$ cat src/rtl/rx_pkg.sv
// Shared RX-path definitions: descrambler control FSM states, LTSSM substate codes
// and the 128b/130b ordered-set sync header value.
package rx_pkg;

    typedef enum logic [1:0] {
        ST_OFF = 2'd0,
        ST_ARM = 2'd1,
        ST_ON  = 2'd2
    } descr_state_t;

    localparam logic [4:0] SUBSTATE_CFG_IDLE_CODE = 5'd9;
    localparam logic [4:0] SUBSTATE_DETECT_CODE   = 5'd1;

    localparam logic [1:0] SYNC_HDR_OS = 2'b01;

endpackage

$ cat src/rtl/rx_lane_mask_dec.sv
// Converts a configured lane count into a per-lane enable mask.
// Counts above LANES are clamped, so every lane is then enabled.
module rx_lane_mask_dec #(
    parameter int LANES = 16
) (
    input  logic [4:0]       i_num_lanes,
    output logic [LANES-1:0] o_mask
);

    logic [4:0] w_count;

    always_comb begin
        w_count = (i_num_lanes > 5'(LANES)) ? 5'(LANES) : i_num_lanes;
        o_mask  = '0;
        for (int i = 0; i < LANES; i++) begin
            o_mask[i] = (5'(i) < w_count);
        end
    end

endmodule

$ cat src/rtl/rx_descrambler_ctrl.sv
// RX descrambler sequencer: OFF/ARM/ON FSM driving per-lane bypass and seed reload.
// Optional macro RX_DESCR_ZERO_BYPASS_EN bypasses all lanes on all-zero logical idle data.
module rx_descrambler_ctrl #(
    parameter int         LANES             = 16,
    parameter int         ENABLE_DELAY      = 2,
    parameter logic [4:0] SUBSTATE_CFG_IDLE = rx_pkg::SUBSTATE_CFG_IDLE_CODE,
    parameter logic [4:0] SUBSTATE_DETECT   = rx_pkg::SUBSTATE_DETECT_CODE
) (
    input  logic                 clk,
    input  logic                 reset,
    input  logic [2:0]           i_gen,
    input  logic [4:0]           i_substate,
    input  logic                 i_disable_scrambler,
    input  logic [LANES-1:0]     i_os_detect,
    input  logic [2*LANES-1:0]   i_sync_header,
    input  logic [LANES-1:0]     i_data_valid,
    input  logic                 i_lane_data_zero,
    input  logic [4:0]           i_num_lanes,
    output logic [LANES-1:0]     o_descr_off,
    output logic [LANES-1:0]     o_seed_load,
    output logic [1:0]           o_ctrl_state,
    output logic                 o_descr_active
);

    import rx_pkg::*;

    localparam logic [2:0] CNT_LAST = 3'(ENABLE_DELAY - 1);

    descr_state_t     r_state;
    descr_state_t     w_next;
    logic [2:0]       r_cnt;
    logic [2:0]       w_cnt_next;
    logic [LANES-1:0] r_descr_off;
    logic [LANES-1:0] r_seed_load;
    logic [LANES-1:0] w_descr_off;
    logic [LANES-1:0] w_seed_load;
    logic [LANES-1:0] w_mask;
    logic             w_zero_bypass;
    logic             w_in_idle;

    rx_lane_mask_dec #(
        .LANES (LANES)
    ) u_mask_dec (
        .i_num_lanes (i_num_lanes),
        .o_mask      (w_mask)
    );

    assign w_in_idle = (i_substate == SUBSTATE_CFG_IDLE);

    always_comb begin
`ifdef RX_DESCR_ZERO_BYPASS_EN
        w_zero_bypass = i_lane_data_zero & w_in_idle;
`else
        w_zero_bypass = i_lane_data_zero & 1'b0;
`endif
    end

    always_comb begin
        w_next = r_state;
        if (i_substate == SUBSTATE_DETECT) begin
            w_next = ST_OFF;
        end else begin
            case (r_state)
                ST_OFF: if (w_in_idle && !i_disable_scrambler) w_next = ST_ARM;
                ST_ARM: begin
                    if (i_disable_scrambler || !w_in_idle) w_next = ST_OFF;
                    else if (r_cnt == CNT_LAST)            w_next = ST_ON;
                end
                ST_ON:  if (i_disable_scrambler) w_next = ST_OFF;
                default: w_next = ST_OFF;
            endcase
        end
    end

    // Outputs are computed for the upcoming state so they register alongside it.
    always_comb begin
        w_cnt_next  = '0;
        w_descr_off = '1;
        w_seed_load = '0;
        if (r_state == ST_ARM && w_next == ST_ARM) begin
            w_cnt_next = r_cnt + 3'd1;
        end
        if (w_next == ST_ON) begin
            for (int i = 0; i < LANES; i++) begin
                w_descr_off[i] = i_os_detect[i]
                               | ((i_gen >= 3'd3) && (i_sync_header[2*i +: 2] == SYNC_HDR_OS))
                               | !w_mask[i]
                               | !i_data_valid[i]
                               | w_zero_bypass;
            end
            if (r_state == ST_ARM) begin
                w_seed_load = w_mask;
            end else if (i_gen <= 3'd2) begin
                w_seed_load = i_os_detect & i_data_valid & w_mask;
            end
        end
    end

    always_ff @(posedge clk) begin
        if (!reset) begin
            r_state     <= ST_OFF;
            r_cnt       <= '0;
            r_descr_off <= '1;
            r_seed_load <= '0;
        end else begin
            r_state     <= w_next;
            r_cnt       <= w_cnt_next;
            r_descr_off <= w_descr_off;
            r_seed_load <= w_seed_load;
        end
    end

    assign o_descr_off    = r_descr_off;
    assign o_seed_load    = r_seed_load;
    assign o_ctrl_state   = r_state;
    assign o_descr_active = (r_state == ST_ON);

endmodule

$ cat config.mk
export PLATFORM = sky130hd
export DESIGN_NAME = rx_descrambler_ctrl
export DESIGN_NICKNAME = d
export VERILOG_FILES = /design/src/rtl/rx_pkg.sv /design/src/rtl/rx_lane_mask_dec.sv /design/src/rtl/rx_descrambler_ctrl.sv
export SDC_FILE = /design/constraint.sdc
export NUM_CORES = 1
export LEC_CHECK = 0
export BUFFER_PORTS_ARGS = -buffer_cell sky130_fd_sc_hd__buf_2
export CORE_MARGIN = 3
export CORE_UTILIZATION = 42
export CTS_BUF_LIST = sky130_fd_sc_hd__clkbuf_4 sky130_fd_sc_hd__clkbuf_8
export DETAILED_ROUTE_END_ITERATION = 8
export PLACE_DENSITY = 0.91
export SLEW_MARGIN = 20
export SYNTH_ARGS = -nofsm -noshare
export SYNTH_HDL_FRONTEND = slang
export SYNTH_SLANG_ARGS = --single-unit
$ cat constraint.sdc
create_clock -name clk -period 2.75 [get_ports clk]
set_clock_uncertainty 0.05 [all_clocks]
set_input_delay 0.825 -clock clk [delete_from_list [all_inputs] [get_ports clk]]
set_output_delay 0.825 -clock clk [all_outputs]
set_load 0.05 [all_outputs]
==> results of run 1 <==
[sequential cells by signal (all words and copies together) (netlist names)]
signal,flops
o_descr_off,16
o_seed_load,16
r_cnt,3
o_ctrl_state,2
[worst min-delay path by stage]
stage	startpoint	to	slack, ns	cells past startpoint
after CTS	r_cnt[0]	r_cnt[0]	0.41	1
after detailed placement	r_cnt[0]	r_cnt[0]	0.40	1
after global routing	r_cnt[0]	r_cnt[0]	0.44	1
after global placement	r_cnt[0]	r_cnt[0]	0.38	1
final	r_cnt[0]	r_cnt[0]	0.41	1
after floorplan	r_cnt[0]	r_cnt[0]	0.37	1
[cells by family after synthesis]
| logic type | after synthesis | share of synthesized area [%] |
|---|---|---|
| xor gates and xnor gates | 1 | 0.551 |
| AOI/OAI and AO/OA | 30 | 11.7 |
| DFF | 37 | 46.6 |
| buffers and inverters | 16 | 4.56 |
| and+or+nand+nor | 87 | 35.0 |
| adders and majority gates | 2 | 1.57 |
[where the power goes]
part | leakage (nW) | internal (W) | switching [W] | total [W]
logic | 0.663 | 0.0000710 | 0.0000620 | 0.000133
clock network | 0.0542 | 0.000226 | 0.000182 | 0.000408
registers | 0.299 | 0.000536 | 0.000000115 | 0.000536
[worst max-delay path: stages]
cell and delay (ns):
buf_2 0.12, nor4b_4 0.31, a31oi_1 0.10, or3_1 0.44, or4_4 0.55
[per-layer routing]
metal  wire length (um)  global-route usage [%]  part of all wire [%]  vias to the layer above
li1                   -                       -                     -                      868
met1               1780                    21.7                    38                      797
met2               2490                    41.2                    53                       64
met3                377                    7.15                   8.0                        6
met4                 43                    5.82                  0.92                        0
met5                  0                       0                     0                        -
[synth_stat cells, types with 2 or more instances]
master | n | area (um^2)
a21oi_1 | 6 | 30.0
a31oi_1 | 19 | 119
clkbuf_1 | 10 | 37.5
dfxtp_1 | 37 | 741
ha_1 | 2 | 25.0
inv_1 | 3 | 11.3
nand2_1 | 14 | 52.6
nand2b_1 | 3 | 18.8
nand3_1 | 3 | 15.0
nor2_1 | 8 | 30.0
nor2b_1 | 3 | 18.8
nor3_1 | 13 | 65.1
nor3b_1 | 20 | 150
nor4b_1 | 12 | 105
or2_2 | 2 | 12.5
or3_1 | 3 | 18.8
[metrics by stage]
stage          area [um^2]  hold WS (ns)  power, W  util [%]
2_1_floorplan         1590         0.371  0.000604         -
3_3_place_gp          2220         0.384  0.000675      63.6
3_5_place_dp          2220         0.396  0.000680      63.6
4_1_cts               2320         0.413   0.00108      66.5
5_1_grt               2320         0.444   0.00112      66.5
6_report              2320         0.405   0.00108      66.5
[layout make-up]
type	instances	area (um^2)	share of cell area, %
Multi-Input combinational cell	120	781	33.6
Timing Repair Buffer	119	633	27.2
Clock inverter	1	5.00	0.215
Inverter	3	11.3	0.484
Clock buffer	7	96.3	4.14
Tap cell	46	57.6	2.48
Sequential cell	37	741	31.9
==> flow_summary.toml, run 1 <==
[synth]
post_synth_inst_count = 173
synth_async_sr_flop_share_pct = 0
synth.avg_cell_area_um2 = 9.19
synth-seq-area-share_pct = 46.6
synth_warnings = 0
synth_cell_type_count = 31
ys.flop_type = "dfxtp_1"
yosys_register_bits = 37
synth_nets = 256
count_of_flip_flops_with_a_built_in_enable_after_synthesis = 0
synthesis.area_um2 = 1590

[clock_tree]
clock_sinks = 37
cts.path.max_buffers = 2
post_cts_buffers = 0
clock_latency_of_the_later_clocked_register_in_the_worst_skew_pair_ns = 0.28
cts_buffers = 5
cts_max_level = 2
ctsHoldBuffers = 0
cts_repair_resize_count = 0
clock_transition_time_at_the_flip_flop_clock_pins_of_the_worst_setup_and_hold_paths_ns = 0.07
ctsRootBufferMaster = "clkbuf_8"
tritoncts_clock_tree = "yes"

[global_route]
track_usage_pct = 21.4
largest_net_degree_at_the_start_of_global_routing = 33
globalRoute.totalOverflow = 0
grt_pass1_vias = 1697
grt_first_pass_wirelength_um = 7230
number_of_antenna_violations_at_the_first_check_in_global_routing = 0

[cells_and_area]
stdcell_count = 333
filler_cell_count = 305
post_route_cells_drive_above_1_share_pct = 46.3
synthToLayoutAreaGrowth_pct = 46.2
final_net_count = 369
layout.cells.most_common_list = "buf_2, dfxtp_1, nor3b_1, a31oi_1, nand2_1"
diodes = 0
final_common_cell = "buf_2"

[floorplan]
core.rowCount = 21
start_util_pct = 45.5
chipHeight_um = 67.5
design.portCount = 116
coreArea_um2 = 3490
die_width_um = 67.5
die-area_um2 = 4560

[placed_design]
post-place-cells = 325
dp_worst_setup_slack_ns = 0.214
gp_congestion = 0.717
dpl.hpwl_um = 3710
port_buf_inserts = 114

[sta]
max_slew.worst_pin.slew_ns = 0.458
setup_tns_ns = 0
timing.final.setup_violations = 0
rsz0062_at_grt = "false"
report.final.hold_viol_count = 0
fmax_mhz = 449
finalMaxSlewViolations = 0
relSlewSlack_pct = 68.7
period_share_pct = 81.1
final_period_minus_worst_setup_slack_ns = 2.23
setup_slack_ns = 0.521

[min_path]
timing.hold.worst.class = "reg2reg"

[setup_path]
regToRegStartpoint = "r_cnt[0]"
startpoint = "i_substate[1]"
timing.critical_path.from_type = "primary input"
required_ns = 2.86
crit_path_end = "o_descr_off[10]"
worstSetupEndpointType = "flip-flop"
timing_worst_setup_path_type = "in2reg"
worstRegToRegCells = 5
cp_data_arrival_time_ns = 2.34
r2r_end = "o_descr_off[10]"
cp_max_fo = 4
reg2reg_slack_ns = 0.81

[detailed_routing]
routed_wire_length_per_instance_um = 14.1
drt_iter0_drcs = 84
routed_wl_um = 4700
post_drt_via_cell_ratio = 5.21
route.antenna.remaining_nets = 0
via_count = 1735
detail_route.first_pass.iterations = 4
drc = 0

[job]
cap_violations = 0

[status]
status = "completed"

[power]
vdd_ir_drop_max_v = 0.000334
power.density_cell_area_nw_per_um2 = 463
power_leakage_nw = 1.02
No activity file was read; power rests on OpenSTA's default activity.
==> run 2, diff against run 1 <==
- clock period: 2.75 -> 2.1 ns (I/O delays scaled with it)
==> run 2 against run 1 <==
Routed wire length down 0.77%. Critical path depth did not move. Utilization up 0.072 points. Non-clock buffer count up 2. Critical endpoint unchanged. Largest cell class unchanged. Highest routed layer unchanged.
==> flow_summary.toml, run 2 (synthesis results as in run 1) <==
[detailed_routing]
drc = 0
post_drt_via_cell_ratio = 5.21
detail_route.first_pass.iterations = 4
routed_wl_um = 4660
via_count = 1746
route.antenna.remaining_nets = 0
routed_wire_length_per_instance_um = 13.9
drt_iter0_drcs = 105

[power]
fin_total_pwr_w = 0.00137
vdd_ir_drop_max_v = 0.000358
power.density_cell_area_nw_per_um2 = 588
power_leakage_nw = 1.02

[setup_path]
timing_worst_setup_path_type = "in2reg"
cp_data_arrival_time_ns = 2.11
crit_buf_inv = 1
cell_with_the_biggest_individual_delay_on_the_critical_path = "or4_4"
timing.critical_path.from_type = "primary input"
cp_max_fo = 3
worst_path_largest_cell_delay_ns = 0.54
crit_family = "simple AND/OR/NAND/NOR gates"
cp_cell_sequence = "buf_2 -> nor4b_4 -> a31oi_1 -> or3_1 -> or4_4"
required_ns = 2.20
worstSetupEndpointType = "flip-flop"

[sta]
setup_tns_ns = 0
finalMaxSlewViolations = 0
fmax_mhz = 498
final_period_minus_worst_setup_slack_ns = 2.01
max_slew.worst_pin.slew_ns = 0.452
relSlewSlack_pct = 69.1
period_share_pct = 95.6
rsz0062_at_grt = "false"
timing.final.setup_violations = 0
report.final.hold_viol_count = 0

[floorplan]
coreArea_um2 = 3490
start_util_pct = 45.5
die-area_um2 = 4560
chipHeight_um = 67.5
design.portCount = 116
die_width_um = 67.5
core.rowCount = 21

[cells_and_area]
final_net_count = 371
design_area_um2 = 2330
final_core_util_pct = 66.6
diodes = 0
synthToLayoutAreaGrowth_pct = 46.3
layout.cells.most_common_list = "buf_2, dfxtp_1, nor3b_1, a31oi_1, nand2_1"
final_common_cell = "buf_2"
post_route_cells_drive_above_1_share_pct = 47.8

[clock_tree]
clock_latency_of_the_later_clocked_register_in_the_worst_skew_pair_ns = 0.27
clock_sinks = 37
ctsRootBufferMaster = "clkbuf_8"
clock_transition_time_at_the_flip_flop_clock_pins_of_the_worst_setup_and_hold_paths_ns = 0.06
cts_repair_resize_count = 0
cts_max_level = 2
cts_buffers = 5
tritoncts_clock_tree = "yes"
cts.path.max_buffers = 2
ctsHoldBuffers = 0
post_cts_buffers = 0

[global_route]
number_of_antenna_violations_at_the_first_check_in_global_routing = 0
globalRoute.totalOverflow = 0
track_usage_pct = 21.7
largest_net_degree_at_the_start_of_global_routing = 33
grt_first_pass_wirelength_um = 7400
grt_pass1_vias = 1663

[job]
cap_violations = 0

[placed_design]
cell_area_after_placement_um2 = 2240
gp_congestion = 0.725
port_buf_inserts = 114
dpl.hpwl_um = 3730

[status]
status = "completed"

[min_path]
timing.hold.worst.class = "reg2reg"
==> run 2: cell count changes in the layout (fill, tap and decap cells not counted) <==
cell,previous run,this run
buf_12,2,1
buf_4,3,6
clkbuf_4,0,3
clkbuf_8,7,5
clkinv_2,1,0
dfxtp_1,37,35
dfxtp_2,0,2
nor2b_1,3,2
nor2b_4,0,1
==> run 2: layout make-up <==
type / count / area, um^2
fill: 296 / 1170
multi-input combinational: 120 / 788
sequential: 37 / 743
timing repair buffer: 121 / 636
clock buffer: 8 / 91.3
tap: 46 / 57.6
inverter: 3 / 11.3
==> run 2: final timing paths <==
| check | endpoint | slack, ns | depth (start not counted) | start |
|---|---|---|---|---|
| setup / recovery | o_descr_off[10] | 0.09 | 5 | i_substate[1] |
| hold reg to reg | o_ctrl_state[0] | 0.40 | 1 | o_ctrl_state[1] |
| hold / removal | o_ctrl_state[0] | 0.40 | 1 | o_ctrl_state[1] |
| setup reg to reg | o_descr_off[10] | 0.20 | 5 | r_cnt[0] |
==> run 2: per-stage QoR <==
stage	std cells	hold WS [ns]	worst slack (ns)
2_1_floorplan	173	0.371	-0.0884
3_3_place_gp	327	0.383	-0.160
3_5_place_dp	327	0.385	-0.202
4_1_cts	335	0.404	0.0898
5_1_grt	335	0.422	0.0164
6_report	335	0.401	0.0915
==> run 2: routing by layer <==
| layer | global-route usage, % | vias up | share of wire (%) |
|---|---|---|---|
| li1 | - | 866 | - |
| met1 | 23.5 | 790 | 37 |
| met2 | 41.4 | 86 | 54 |
| met3 | 5.32 | 4 | 8.4 |
| met4 | 5.32 | 0 | 0.58 |
| met5 | 0 | - | 0 |
==> run 2: where the power goes <==
| group | internal (W) | switching, W | total (W) |
|---|---|---|---|
| logic | 0.0000942 | 0.0000803 | 0.000174 |
| registers | 0.000702 | 0.000000226 | 0.000702 |
| clock network | 0.000274 | 0.000218 | 0.000492 |
